## src/rtl/adder_pkg.sv

```systemverilog
// Shared widths and reset values for the registered 4-bit adder.
// Imported by the adder top level.
package adder_pkg;

  localparam int ADD_W   = 4;
  localparam int CARRY_W = ADD_W + 1;

  localparam logic [ADD_W-1:0]   SUM_RST   = '0;
  localparam logic [CARRY_W-1:0] CARRY_RST = '0;

endpackage

```

## src/rtl/full_adder.sv

```systemverilog
// One-bit full-adder cell.
// Purely combinational; chained by the adder top level.
module full_adder (
  input  logic a,
  input  logic b,
  input  logic cin,
  output logic s,
  output logic cout
);

  logic p;

  assign p    = a ^ b;
  assign s    = p ^ cin;
  assign cout = (a & b) | (cin & p);

endmodule

```

## src/rtl/four_bit_adder.sv

```systemverilog
// Registered 4-bit ripple-carry adder.
// Exposes the full carry chain for overflow inspection.
module four_bit_adder
  import adder_pkg::*;
(
  input  logic         clk,
  input  logic         rst_n,
  input  logic [3:0]   input_1,
  input  logic [3:0]   input_2,
  input  logic         c_in,
  output logic [3:0]   sum,
  output logic [4:0]   carry
);

  logic [CARRY_W-1:0] c;
  logic [ADD_W-1:0]   s;

  assign c[0] = c_in;

  for (genvar i = 0; i < ADD_W; i++) begin : g_fa
    full_adder u_fa (
      .a    (input_1[i]),
      .b    (input_2[i]),
      .cin  (c[i]),
      .s    (s[i]),
      .cout (c[i+1])
    );
  end

  always_ff @(posedge clk or negedge rst_n) begin
    if (!rst_n) begin
      sum   <= SUM_RST;
      carry <= CARRY_RST;
    end else begin
      sum   <= s;
      carry <= c;
    end
  end

endmodule

```

## config.mk

```make
export PLATFORM = sky130hd
export DESIGN_NAME = four_bit_adder
export DESIGN_NICKNAME = d
export VERILOG_FILES = /design/src/rtl/adder_pkg.sv /design/src/rtl/full_adder.sv /design/src/rtl/four_bit_adder.sv
export SDC_FILE = /design/constraint.sdc
export NUM_CORES = 1
export LEC_CHECK = 0
export CORE_AREA = 2 2 39 41
export CTS_BUF_LIST = sky130_fd_sc_hd__clkbuf_16
export DETAILED_ROUTE_END_ITERATION = 8
export DIE_AREA = 0 0 41 43
export GPL_TIMING_DRIVEN = 0
export PLACE_DENSITY = 0.56
export SYNTH_ARGS = -nofsm -noshare
export SYNTH_HDL_FRONTEND = slang
export SYNTH_SLANG_ARGS = --single-unit
```

## constraint.sdc

```tcl
create_clock -name clk -period 0.8 [get_ports clk]
set_input_delay 0.08 -clock clk [delete_from_list [all_inputs] [get_ports clk]]
set_output_delay 0.08 -clock clk [all_outputs]
set_load 0.005 [all_outputs]
```

==> run summary, run 1 <==
The run finished, with violations left. The final reports fail on setup timing. The congestion estimate from routability-driven global placement came to ~0.58. The total nets after synthesis came out at 28. The number of antenna violations at the first check in global routing came out at 0. The sum of routed wire length over all layers came out at about 710 microns. The number of vias in the routed layout came out at 235. The worst hold path belongs to the class in2async. The number of cells produced by synthesis is 13. The maximum fanout count along the critical path is 2. The total overflow left after global routing is 0. The first detailed-routing pass took 3 iterations. The relative contribution of combinational cells to total power came out at between 10% and 20%.

Global routing used a little over a tenth of the available tracks. The total area inside the core boundary comes to 1384 sq um. Setup repair after global routing could not meet its margin everywhere. The detailed-route wire length per cell came out at approximately 12 microns. The leakage power is between 0.0003 and 0.0004 uW.

Of the total power, the clock network draws around 52%. TritonCTS built the clock tree. For this run, the slowest stage of the critical path takes between 400 and 500 ps.

From synthesis to final layout, the design area changed by 111.5%. The critical path is of the in2reg type. The library cells used most frequently in the layout, excluding fill and tap cells, are sky130_fd_sc_hd__buf_2 (10), sky130_fd_sc_hd__dfrtp_1 (9), sky130_fd_sc_hd__buf_6 (8). The shortest clock period the worst path allows after layout came out at roughly 1600 ps.

The number of failing setup endpoints in the final timing report is 6. The worst setup path is launched from an input port. For this run, the top clock speed supported by timing is between 0.6 and 0.7 GHz. The synthesized netlist occupies a cell area of between 300 and 400 sq um. The final cell count without fillers came out at 61. For this design the top-level I/O count stands at 20. In this run, flip-flops and latches consume about a third of the power. The residual antenna-violating net count after detailed routing is 0. The die is ~41 microns wide.

The synthesized area per cell came out at roughly 23 sq um. By area the synthesized netlist is led by sky130_fd_sc_hd__dfrtp_1 (74%), sky130_fd_sc_hd__fa_1 (26%). The pin count of the biggest net entering global routing came out at 10. Yosys printed 0 warnings. The number of clock sinks came out at 9. The internal power of the cells totals 1329 uW. The via density per instance came out at around 3.9. The power density of the placed cells came out at between 2000 and 3000 nW/um^2.

The least setup slack across all paths after layout is -847.5 ps. The clock buffer count from CTS is 3. The worst setup path is captured at a flop. The number of failing hold endpoints at the final stage was 0. The wire length of the first global-routing pass is approximately 1200 microns. The biggest area contributor in the post-synthesis netlist is sky130_fd_sc_hd__dfrtp_1. For the pin with the worst max-slew slack, the measured transition is between 300 and 400 ps. Across the VDD grid, the largest voltage drop is ~0.0013 V. The final standard cell area without fillers is around 650 sq um. The DRC violation count after routing came out at 0. In the final design database the tool counted approximately 60 nets.

Dividing the final minimum period by the clock period gives 205.9%. The worst slew slack as a fraction of its limit came out at 74.27%. The level count of the clock H-tree is 1. The post-synthesis cell type count is 2. After floorplanning, the core was divided into 14 placement rows. The instance area at placement is 523.0 sq um. The number of cells in the design after placement came out at 48.

The sequential area share after synthesis came out at 73.77%. Clock tree synthesis selected as its root buffer the cell sky130_fd_sc_hd__clkbuf_16. The number of global-route vias before repair was between 200 and 300.

The worst endpoint data arrival time is approximately 1800 ps. The signal on the critical path passes through buf_6 > fa_2 > fa_2 > fa_2 > fa_1. The library cell used most frequently in the layout, excluding fill and tap cells, is sky130_fd_sc_hd__buf_2. The most numerous cell type found on the critical path is sky130_fd_sc_hd__fa_2.

The y dimension of the die is 43 microns. The maximum root-to-sink buffer count is 2. The number of I/O port buffers came out at 19. The first routing iteration left 4 violations. The reported max-cap violation count is 0. The die area is approximately 1800 sq um. The final max-slew violation count is 0. The net switching component of the power is between 300 and 400 uW. After synthesis, the largest area contributor takes up between 70% and 80% of total cell area. The number of antenna diodes in the final layout is 0. The cell with the largest stage delay on the worst path is sky130_fd_sc_hd__fa_1.

Of the total power, the share spent switching nets is around 18%. The register bit total from synthesis is 9. The clock-pin transition on the worst setup and hold timing paths is approximately 40 ps.

Once the floorplan was initialized, standard cells occupied 22.06% of the core. Cells with a size suffix above 1 make up between 50% and 60% of the layout. The endpoint required time on the critical path is roughly 900 ps.
[synth_stat cells]
library cell,count
sky130_fd_sc_hd__dfrtp_1,9
sky130_fd_sc_hd__fa_1,4
[power groups by stage]
stage	clock [uW]	sequential (uW)	combinational, uW
after floorplan	0	543	32.7
after global placement	0	534	233
after detailed placement	0	538	236
after CTS	870	530	250
after global routing	902	532	284
final	849	527	253
[sequential cells by signal, indices dropped and copies added (netlist names)]
signal	flops
carry	5
sum	4
[worst paths after layout]
kind / cells past startpoint / slack [ps] / from / endpoint
worst min-delay path: 1 / 140 / rst_n / sum[1]
worst max-delay path: 5 / -850 / input_1[0] / sum[3]
max in group asynchronous: 1 / 390 / rst_n / sum[3]
min in group clk: 2 / 150 / c_in / sum[0]
[worst max-delay path, delay by kind of cell]
family / cells / cell delay [ps]
buffers and inverters: 1 / 100
adder cells (fa/ha/maj): 4 / 1570
[repair_timing]
action	4_1_cts	5_1_grt
resized for setup	55	2
buffers inserted	7	2
hold endpoints to repair	1	0
pin swaps	4	4
setup endpoints to repair	17	12
hold buffers	1	0
[cell type report]
class | instances | area [sq um]
Tap cell | 16 | 20.02
Clock inverter | 1 | 3.754
Fill cell | 135 | 738.2
Clock buffer | 3 | 75.07
Timing Repair Buffer | 28 | 234.0
Multi-Input combinational cell | 4 | 87.58
Sequential cell | 9 | 225.2
[per-layer routing]
layer	up-vias	track usage [%]	part of all wire, %
li1	102	-	-
met1	115	9.247	29
met4	0	2.000	0
met3	0	7.330	14
met5	-	0	0
met2	18	19.38	57
[cells by family after synthesis]
logic type	count (synthesis)	share of synthesized area, %
fa+ha+maj	4	26.23
flops	9	73.77
[metrics by stage]
step | total power [uW] | utilization (%) | setup WS [ps] | hold WS, ps | TNS, ps
after floorplan | 576.0 | - | -938.4 | -215.6 | -3367
after global placement | 766.2 | 37.79 | -1444 | 387.5 | -7687
after detailed placement | 773.8 | 37.79 | -1459 | 401.0 | -7847
after CTS | 1650 | 45.66 | -891.6 | 159.2 | -3586
after global routing | 1718 | 46.65 | -869.7 | 155.6 | -3851
final | 1630 | 46.65 | -847.5 | 141.3 | -3624
No activity file was read; power rests on OpenSTA's default activity.
==> run 2, diff against run 1 <==
--- a/config.mk
+++ b/config.mk
@@ -11,6 +11,7 @@
 export DIE_AREA = 0 0 41 43
 export GPL_TIMING_DRIVEN = 0
 export PLACE_DENSITY = 0.56
+export SETUP_SLACK_MARGIN = 0.5
 export SYNTH_ARGS = -nofsm -noshare
 export SYNTH_HDL_FRONTEND = slang
 export SYNTH_SLANG_ARGS = --single-unit
==> run summary, run 2 (synthesis results as in run 1) <==
Compared with the post-synthesis result, the final layout area differs by 107.8%. The pre-antenna-repair detailed-routing pass consisted of 3 iterations. The maximum root-to-sink buffer count is 2.

The final max-slew violation count came out at 0. The checks that failed: hold timing, setup timing. The largest registers in the layout are carry: 5 flops, sum: 4 flops. The total internal power came out at ~1300 uW. The run finished, with violations left.

The pin slew with the least headroom to its limit is around 380 ps. The pin count of the biggest net entering global routing is 10. The die area came out at 1763 sq um. The shortest clock period the worst path allows after layout is about 1600 ps. The number of antenna diodes in the final layout is 0. Summed over all layers, the routed wires come to 710 microns. The global-route congestion overflow total is 0. The DRC violation count after routing came out at 0.

In this design, the largest share of critical-path delay is due to adder cells. The worst IR drop on VDD is about 0.0013 V. The number of failing hold endpoints at the final stage was 10. The final RePlAce weighted congestion is ~0.58.

After layout, the worst setup slack is -844.8 ps. Data arrives at the worst endpoint at 1750 ps. The detailed-route wire length per cell is around 12 microns.

The share of total power dissipated in sequential elements is 32.4%. The number of buffers and inverters on the critical path is 1. The final cell count without fillers is 60. The starting utilization of the core area came out at between 20% and 30%. The share of total power dissipated in the clock network is around 52%.

The flip-flop count of the largest register, all copies and words added came out at 5. The switching share of power came out at 18.59%. The register name with the most flops is carry. The delay of the slowest cell on the worst path is 430 ps. The area of the core came out at about 1400 sq um.

Leaving out fill and tap cells, the most frequent cell in the layout is sky130_fd_sc_hd__buf_2. The min-delay analysis places its worst path in the category in2async. The worst setup path is launched from an input port. The setup path with the least slack is of type in2reg. The worst slew slack as a fraction of its limit came out at about three quarters. The number of nets in the finished design is 60. The number of rows in the core area is 14. TritonCTS built the clock tree. Using the TritonRoute via totals, the vias-per-cell ratio works out to ~3.9. The y dimension of the die came out at about 43 microns. The number of filler instances in the final layout is about 140. The top-level I/O count is 20.

Setup repair after global routing could not meet its margin everywhere. Of the total power, combinational logic draws between 15 and 20%. Static timing analysis puts the maximum clock frequency at roughly 0.6 GHz. The net switching component of the power came out at just over 300 uW.

The number of I/O port buffers is 19. Walking the worst path, the cells encountered are buf_6 > fa_2 > fa_2 > fa_2 > fa_1. The overall global routing resource usage came out at a little over a tenth.

The power density of the placed cells came out at between 2000 and 3000 nW/um^2. CTS built an H-tree with a depth of 1. The clock net in this run drives a total of 9 sinks. The tree is rooted in a sky130_fd_sc_hd__clkbuf_16.

The die is a little over 40 microns wide. The smallest hold slack came out at -127.9 ps. The maximum fanout count along the critical path came out at 2. Leaving out fill and tap cells, the most frequent cells in the layout are sky130_fd_sc_hd__buf_2 (10), sky130_fd_sc_hd__dfrtp_1 (9), sky130_fd_sc_hd__buf_6 (8). Including well taps, the total number of placed cells is 48.

The post-layout total power is roughly 1600 uW. The wire length of the first global-routing pass is between 1000 and 1500 microns. The routed layout has between 200 and 250 vias.

The endpoint required time on the critical path came out at about 900 ps. The number of failing setup endpoints in the final timing report came out at 6. The first-iteration detailed-routing DRC count came out at 4. The worst path uses 205.6% of the clock period. The number of antenna violations at the first check in global routing came to 0. The number of global-route vias before repair came out at ~290.

The post-route netlist has 59.09% of its cells at a drive strength greater than 1. STA classifies the critical path endpoint as a flop. The reported max-cap violation count came out at 0. The residual antenna-violating net count after detailed routing came out at 0. The leakage power came out at approximately 0.00030 uW. The clock-pin transition on the worst setup and hold timing paths came out at around 40 ps. The library cell appearing most often on the critical path is sky130_fd_sc_hd__fa_2. The cell with the largest stage delay on the worst path is sky130_fd_sc_hd__fa_1.

The clock buffer count from CTS came out at 3.
-- run 2: area by class of cell --
class	instances	area (sq um)	area share (%)
clock buffer	3	75.07	11.83
clock inverter	1	3.754	0.5917
multi-input combinational	4	87.58	13.81
sequential	9	225.2	35.50
tap	16	20.02	3.156
timing repair buffer	27	222.7	35.11
-- run 2: power groups by stage --
stage / Sequential [uW] / Combinational, uW / Clock (uW)
after floorplan: 543 / 32.7 / 0
after global placement: 534 / 233 / 0
after detailed placement: 538 / 236 / 0
after CTS: 530 / 244 / 870
after global routing: 532 / 277 / 902
final: 527 / 248 / 851
-- run 2: path summary, 6_finish.rpt --
check / from / to / slack, ps / depth (start not counted)
worst max-delay path: input_1[0] / sum[3] / -840 / 5
worst min-delay path: rst_n / sum[1] / -130 / 1
max in group asynchronous: rst_n / sum[3] / 660 / 1
min in group clk: c_in / carry[0] / -40 / 1
-- run 2: layer usage --
metal | vias to the layer above | track usage [%] | share of wire (%)
li1 | 100 | - | -
met1 | 113 | 8.904 | 28
met2 | 18 | 19.38 | 58
met3 | 0 | 7.330 | 14
met4 | 0 | 2.000 | 0
met5 | - | 0 | 0
-- run 2: timing repair --
action | 4_1_cts | 5_1_grt
setup buffers | 7 | 1
endpoints found under the hold margin | 10 | 10
pin swaps | 4 | 4
endpoints found under the setup margin | 27 | 17
resized for setup | 56 | 1
-- run 2: stage by stage --
stage               utilization [%]  setup TNS, ps  instance area (sq um)  setup WS [ps]
floorplan                         -          -3367                  312.8         -938.4
global placement              37.79          -7687                  523.0          -1444
detailed placement            37.79          -7847                  523.0          -1459
CTS                           44.85          -3592                  620.6         -892.5
global route                  45.84          -3855                  634.4         -871.2
finish                        45.84          -3615                  634.4         -844.8
==> run 3, diff against run 2 <==
--- a/config.mk
+++ b/config.mk
@@ -7,8 +7,10 @@
 export LEC_CHECK = 0
 export CORE_AREA = 2 2 39 41
 export CTS_BUF_LIST = sky130_fd_sc_hd__clkbuf_16
+export CTS_CLUSTER_DIAMETER = 60
 export DETAILED_ROUTE_END_ITERATION = 8
 export DIE_AREA = 0 0 41 43
+export GPL_ROUTABILITY_DRIVEN = 1
 export GPL_TIMING_DRIVEN = 0
 export PLACE_DENSITY = 0.56
 export SETUP_SLACK_MARGIN = 0.5
==> results of run 3 <==
The final DEF is identical to that of run 2; final timing and power are the same.
